<file path="src/rtl/i2s_sample_sink_if.sv">
// Sample handshake between the note player / mixer (master) and the I2S sink (slave).
// The producer answers each generate_next_sample pulse with one sample_ready cycle.
interface i2s_sample_sink_if;
  logic signed [15:0] sample_in;
  logic               sample_ready;
  logic               generate_next_sample;

  // Producer side: supplies samples on request.
  modport master (
    output sample_in,
    output sample_ready,
    input  generate_next_sample
  );

  // Sink side: requests samples and captures them.
  modport slave (
    input  sample_in,
    input  sample_ready,
    output generate_next_sample
  );
endinterface

</file>
<file path="src/rtl/i2s_sample_sink.sv">
// Codec-side consumer of the sample stream. Generates bclk/lrclk, requests one
// sample per frame and shifts it out MSB-first in I2S format on both slots (mono).
module i2s_sample_sink #(
  parameter int unsigned BCLK_DIV  = 4,
  parameter int unsigned SLOT_BITS = 32
) (
  input  logic                  clk,
  input  logic                  reset,
  input  logic                  enable,
  i2s_sample_sink_if.slave      smp,
  output logic                  bclk,
  output logic                  lrclk,
  output logic                  sdata,
  output logic                  underrun
);

  localparam int unsigned FrameBits = 2 * SLOT_BITS;
  localparam int unsigned CntW      = $clog2(FrameBits);
  localparam int unsigned DivW      = $clog2(BCLK_DIV);

  localparam logic [DivW-1:0] DivLast    = DivW'(BCLK_DIV - 1);
  localparam logic [CntW-1:0] CntLast    = CntW'(FrameBits - 1);
  localparam logic [CntW-1:0] SlotLen    = CntW'(SLOT_BITS);
  localparam logic [CntW-1:0] SampleBits = CntW'(16);
  localparam logic [CntW-1:0] CntOne     = CntW'(1);

  // Serial interface state
  logic [DivW-1:0] div_q, div_d;
  logic            bclk_q, bclk_d;
  logic [CntW-1:0] bit_cnt_q, bit_cnt_d;
  logic            lrclk_q, lrclk_d;
  logic            sdata_q, sdata_d;
  logic            en_q, en_d;

  // Sample handshake state
  logic [15:0]     held_q, held_d;
  logic [15:0]     pending_q, pending_d;
  logic            pending_valid_q, pending_valid_d;
  logic            req_q, req_d;
  logic            gen_q, gen_d;
  logic            underrun_q, underrun_d;

  // Decoded timing events
  logic            tick;
  logic            fall_tick;
  logic            frame_start;
  logic [CntW-1:0] bit_cnt_nxt;
  logic [CntW-1:0] slot_pos;
  logic [3:0]      bit_idx;
  logic            data_bit;

  assign tick        = enable && (div_q == DivLast);
  assign fall_tick   = tick && bclk_q;
  // A frame starts on the wrap of the bit counter or on the first enabled cycle.
  assign frame_start = enable && (!en_q || (fall_tick && (bit_cnt_q == CntLast)));

  assign bit_cnt_nxt = (bit_cnt_q == CntLast) ? '0 : bit_cnt_q + CntOne;

  // Position inside the slot that the next falling tick moves into.
  always_comb begin
    slot_pos = bit_cnt_nxt;
    if (bit_cnt_nxt >= SlotLen) begin
      slot_pos = bit_cnt_nxt - SlotLen;
    end
  end

  // Slot position 0 is the I2S one-bit delay; positions 1..16 carry the sample MSB-first.
  always_comb begin
    bit_idx  = 4'(SampleBits - slot_pos);
    data_bit = 1'b0;
    if ((slot_pos >= CntOne) && (slot_pos <= SampleBits)) begin
      data_bit = held_q[bit_idx];
    end
  end

  // Next-state logic for the divider, bit clock, framing and sample handshake.
  always_comb begin
    div_d           = div_q;
    bclk_d          = bclk_q;
    bit_cnt_d       = bit_cnt_q;
    lrclk_d         = lrclk_q;
    sdata_d         = sdata_q;
    en_d            = enable;
    held_d          = held_q;
    pending_d       = pending_q;
    pending_valid_d = pending_valid_q;
    req_d           = req_q;
    gen_d           = 1'b0;
    underrun_d      = 1'b0;

    if (!enable) begin
      // Idle: pins quiet, handshake forgotten, held sample retained for re-enable.
      div_d           = '0;
      bclk_d          = 1'b0;
      bit_cnt_d       = '0;
      lrclk_d         = 1'b0;
      sdata_d         = 1'b0;
      pending_valid_d = 1'b0;
      req_d           = 1'b0;
    end else begin
      div_d = tick ? '0 : div_q + DivW'(1);
      if (tick) begin
        bclk_d = ~bclk_q;
      end
      if (fall_tick) begin
        bit_cnt_d = bit_cnt_nxt;
        lrclk_d   = (bit_cnt_nxt >= SlotLen);
        sdata_d   = data_bit;
      end

      // Held only changes here, so a slot never mixes two samples.
      if (frame_start) begin
        if (pending_valid_q) begin
          held_d          = pending_q;
          pending_valid_d = 1'b0;
        end else if (req_q) begin
          underrun_d = 1'b0 | 1'b1;
        end
      end

      // Capture after the frame-start transfer so a coincident ready is not lost.
      if (smp.sample_ready && req_q) begin
        pending_d       = smp.sample_in;
        pending_valid_d = 1'b1;
        req_d           = 1'b0;
      end

      if (frame_start) begin
        gen_d = 1'b1;
        req_d = 1'b1;
      end
    end
  end

  // State registers with asynchronous active-low reset.
  always_ff @(posedge clk or negedge reset) begin
    if (!reset) begin
      div_q           <= '0;
      bclk_q          <= 1'b0;
      bit_cnt_q       <= '0;
      lrclk_q         <= 1'b0;
      sdata_q         <= 1'b0;
      en_q            <= 1'b0;
      held_q          <= '0;
      pending_q       <= '0;
      pending_valid_q <= 1'b0;
      req_q           <= 1'b0;
      gen_q           <= 1'b0;
      underrun_q      <= 1'b0;
    end else begin
      div_q           <= div_d;
      bclk_q          <= bclk_d;
      bit_cnt_q       <= bit_cnt_d;
      lrclk_q         <= lrclk_d;
      sdata_q         <= sdata_d;
      en_q            <= en_d;
      held_q          <= held_d;
      pending_q       <= pending_d;
      pending_valid_q <= pending_valid_d;
      req_q           <= req_d;
      gen_q           <= gen_d;
      underrun_q      <= underrun_d;
    end
  end

  assign bclk                     = bclk_q;
  assign lrclk                    = lrclk_q;
  assign sdata                    = sdata_q;
  assign underrun                 = underrun_q;
  assign smp.generate_next_sample = gen_q;

endmodule

</file>
<file path="src/flat_wrapper.sv">
// flat-port wrapper written by rule: the top's interface ports become plain ports
module i2s_sample_sink_flat 
#(
  parameter int unsigned BCLK_DIV  = 4,
  parameter int unsigned SLOT_BITS = 32
)
  (clk, reset, enable, bclk, lrclk, sdata, underrun, smp_sample_in, smp_sample_ready, smp_generate_next_sample);
  i2s_sample_sink_if smp_i ();
  input  logic clk;
  input  logic reset;
  input  logic enable;
  output logic bclk;
  output logic lrclk;
  output logic sdata;
  output logic underrun;
  input wire logic [$bits(smp_i.sample_in)-1:0] smp_sample_in;
  input wire logic [$bits(smp_i.sample_ready)-1:0] smp_sample_ready;
  output wire logic [$bits(smp_i.generate_next_sample)-1:0] smp_generate_next_sample;
  assign smp_i.sample_in = smp_sample_in;
  assign smp_i.sample_ready = smp_sample_ready;
  assign smp_generate_next_sample = smp_i.generate_next_sample;
  i2s_sample_sink #(.BCLK_DIV(BCLK_DIV), .SLOT_BITS(SLOT_BITS)) u_core (.clk(clk), .reset(reset), .enable(enable), .smp(smp_i), .bclk(bclk), .lrclk(lrclk), .sdata(sdata), .underrun(underrun));
endmodule
</file>
<file path="config.mk">
export PLATFORM = sky130hd
export DESIGN_NAME = i2s_sample_sink_flat
export DESIGN_NICKNAME = d
export VERILOG_FILES = /design/src/rtl/i2s_sample_sink_if.sv /design/src/rtl/i2s_sample_sink.sv /design/src/flat_wrapper.sv
export SDC_FILE = /design/constraint.sdc
export NUM_CORES = 1
export LEC_CHECK = 0
export BUFFER_PORTS_ARGS = -buffer_cell sky130_fd_sc_hd__buf_4
export CAP_MARGIN = 20
export CORE_AREA = 2 2 50 86
export DETAILED_ROUTE_END_ITERATION = 8
export DIE_AREA = 0 0 52 88
export PLACE_DENSITY = 0.82
export SLEW_MARGIN = 20
export SYNTH_ARGS = -nofsm -noshare
export SYNTH_HDL_FRONTEND = slang
export SYNTH_SLANG_ARGS = --single-unit
export TNS_END_PERCENT = 1
</file>
<file path="constraint.sdc">
create_clock -name clk -period 5.7 [get_ports clk]
set_input_delay 1.14 -clock clk [delete_from_list [all_inputs] [get_ports clk]]
set_output_delay 1.14 -clock clk [all_outputs]
set_load 0.1 [all_outputs]
</file>
==> results.md <==
- Run status: finished clean
- IO Port Bufs: 24
- Core Footprint: 0.003866 mm²
- Maximum cell stage delay along the critical path: 0.35 ns
- Proportion of synthesized chip area in sequential cells: 0.5405
- Maximum number of pins on one net before global-route repair: 49
- Drt first-iter violations: 24
- Clock latency reported for the late side of the worst-skew pair: 0.31 ns
- Arithmetic-cell share of the synthesized area counting full adders, half adders and majority gates: 0.01689
- Period minus WS final: 2.389 ns
- Highest fanout seen on the critical path: 17
- Post-CTS Setup Repair Bufs: 0
- Pin slew with the least headroom to its limit: 0.7489 ns
- Max cap viols: 0
- Number of buffers added to fix hold violations after cts: 0
- Critical path data arrival time: 2.58 ns
- Highest routed layer: met4
- Cells traversed along the worst timing path: buf_4, nand3_1, o21a_4, nor2b_4, nand2_4, mux2_4
- Total routing resource utilization after global routing: 0.1944
- Cell area after synthesis: 0.002222 mm²
- Wire length of the first global-routing pass: 6.458 mm
- Layout cell share with drive strength beyond 1: 0.4032
- Synthesis-stage register bit count: 48
- Worst setup slack after placement: 2.984 ns
- Met3 Wirelength: 134 µm
- Leading area contributor after synthesis: dfrtp_1
- Met1 layer wirelength in the final routing: 1.476 mm
- Syn nets: 185
- Sum of net half-perimeters after detailed placement: 2.831 mm
- Crit share post-route: 0.4191
- Maximum root-to-sink buffer count: 2
- Number of remaining DRC errors: 0
- Share of synthesized cell area in and, or, nand and nor gates: 0.1059
- Most common cell after layout, fill and taps aside: dfrtp_1
- Netlist cell types: 38
- Die Y-Extent: 88 µm
- Count of nets left with antenna violations after detail routing: 0
- Worst Clk Skew: 0.006192 ns
- Metal2 WL: 2.124 mm
- Fmax: 0.4186 GHz
- Fin Setup TNS: 0 ns
- IR Drop Worst-Case VDD: 0.0002239 V
- Warnings from Yosys: 0
- Setup crit end kind: flip-flop
- Buffer type at the clock tree root: clkbuf_8
- Share of synthesized area spent on multiplexers: 0.2241
- Vias in the first global route: 1396
- Cell with the largest stage delay on the worst path: mux2_4
- Overall overflow remaining after global route: 0
- Slew HR: 0.4994
- Count of mapped cells out of synthesis: 162
- Leakage power figure: 1.203 nW
- Req. time, crit path: 5.90 ns
- Top cell type's share of synthesized area: 0.5405
- Combinational family with the most area after synthesis: multiplexers
- Setup slack of the critical path after layout: 3.311 ns
- Overall die width: 52 µm
- Syn avg cell area: 13.72 µm²
- CTS tree: done
- Vias per Instance: 5.585
- Min-delay worst type: flip-flop to flip-flop
- CTS clock-pin slew for the worst setup and hold paths: 0.09 ns
- ANT cells: 0
- Inserted Clock Buffers: 5
- Placer Congestion: 0.8186
- # nets final: 208
- Synthesis-to-layout area growth: 12.56%
- Type of the worst setup path: input port to flip-flop
- Cts repair resizes: 0
- Site row count: 30
- Power Density: 318.9 mW/mm²
- Antenna violations before repair: 0
- Die outline area: 0.004576 mm²
- Top-level port count: 25
- Number of detailed-route iterations in the first pass: 4
- Leading cell types by total area after synthesis: dfrtp_1 (54%), mux2_2 (12%), mux2_4 (6.8%)
- Crit path launch type: input port
- Post-layout util: 0.6469
- Number of clock sinks: 48
- Total via count after detailed routing: 1307
- Count of final setup violators: 0
- Slew Limit Fails: 0
- Top library cells by usage in the layout, fill and taps aside: dfrtp_1 (48), mux2_2 (24), buf_4 (24)
- Final hold viol count: 0
- Deepest level of the CTS H-tree: 2
- Compound-cell area share of the yosys netlist: 0.05180
- Post-DR wirelength/cell: 16.36 µm
- Share of the synthesized netlist area taken by xor and xnor gates: 0.02759
- Total wire length: 3.828 mm
- Starting utilization of the core area: 0.5748
- Unrepaired setup endpoints after global routing: false
==> critical path: cells and delay by family <==
kind | cells | cell delay, ns
and+or+nand+nor | 3 | 0.60
muxes | 1 | 0.35
AOI/OAI and AO/OA | 1 | 0.31
buffers and inverters | 1 | 0.17
==> synthesized netlist by cell type <==
cell type  instances
mux2_2            24
mux2_4            10
nor2_1             3
o21ai_1            1
nand2_1            8
nand2_4            2
or2_2              1
nor3b_1            1
mux2i_1            1
buf_4              1
and4_4             1
nor2b_4            1
clkbuf_1           3
mux4_2             3
o22ai_1            2
buf_2              2
a211o_1            1
ha_1               3
a221oi_2           1
a2111oi_0          2
o21a_4             1
nor2b_1            1
dfrtp_1           48
nand2b_1           1
buf_6              1
xor2_1             3
a21boi_0           1
nand3b_1           3
and3b_1            2
nand3_1           10
a41oi_1            1
o211ai_1           2
xnor2_1            4
buf_8              1
inv_1              5
and2_1             4
o21ai_0            2
nor3_1             1
==> cell type report <==
cell class,count,area [µm²]
Clock buffer,7,86.33
Clock inverter,1,7.507
Fill cell,315,1365
Inverter,5,18.77
Multi-Input combinational cell,101,947.2
Sequential cell,48,1201
Tap cell,48,60.06
Timing Repair Buffer,24,180.2
==> stage by stage <==
stage / instance area [µm²] / hold slack [ns] / cells / total power, mW
final: 2501 / 0.4455 / 234 / 0.7976
after global placement: 2407 / 0.4282 / 226 / 0.5808
after CTS: 2501 / 0.4487 / 234 / 0.8065
after floorplan: 2222 / 0.4156 / 162 / 0.5470
after global routing: 2501 / 0.4710 / 234 / 0.8346
after detailed placement: 2407 / 0.4367 / 226 / 0.5967
==> where the power goes <==
group | switching (mW) | internal [mW]
sequential | 0.0393 | 0.408
clock | 0.113 | 0.0986
combinational | 0.0482 | 0.0906
==> routing by layer <==
metal,vias to the layer above,GRT usage
met5,-,0
met2,25,0.3441
met4,0,0.08852
met1,656,0.2167
li1,617,-
met3,9,0.04266
==> cells by family after synthesis <==
logic type	Yosys count
mux	38
fa+ha+maj	3
xor+xnor	7
simple gates	39
buf+inv	13
flops	48
compound gates	14
==> path summary, 6_finish.rpt <==
check | start | to | slack [ns] | depth (start not counted)
setup / recovery | enable | u_core.held_q[8] | 3.31 | 6
hold / removal | u_core.div_q[0] | u_core.div_q[0] | 0.45 | 1
setup reg to reg | u_core.bit_cnt_q[0] | u_core.sdata | 3.42 | 7
hold reg to reg | u_core.div_q[0] | u_core.div_q[0] | 0.45 | 1
max in group asynchronous | reset | u_core.pending_q[5] | 4.45 | 1
min in group asynchronous | reset | u_core.pending_q[10] | 0.84 | 1
==> sequential cells by signal, indices dropped and copies added (netlist names) <==
signal                           flops
u_core.held_q                       16
u_core.pending_q                    16
u_core.bit_cnt_q                     6
u_core.div_q                         2
u_core.bclk                          1
u_core.en_q                          1
u_core.lrclk                         1
u_core.pending_valid_q               1
u_core.req_q                         1
u_core.sdata                         1
u_core.smp.generate_next_sample      1
u_core.underrun                      1
Note: power is estimated with default switching activity, not from simulation.
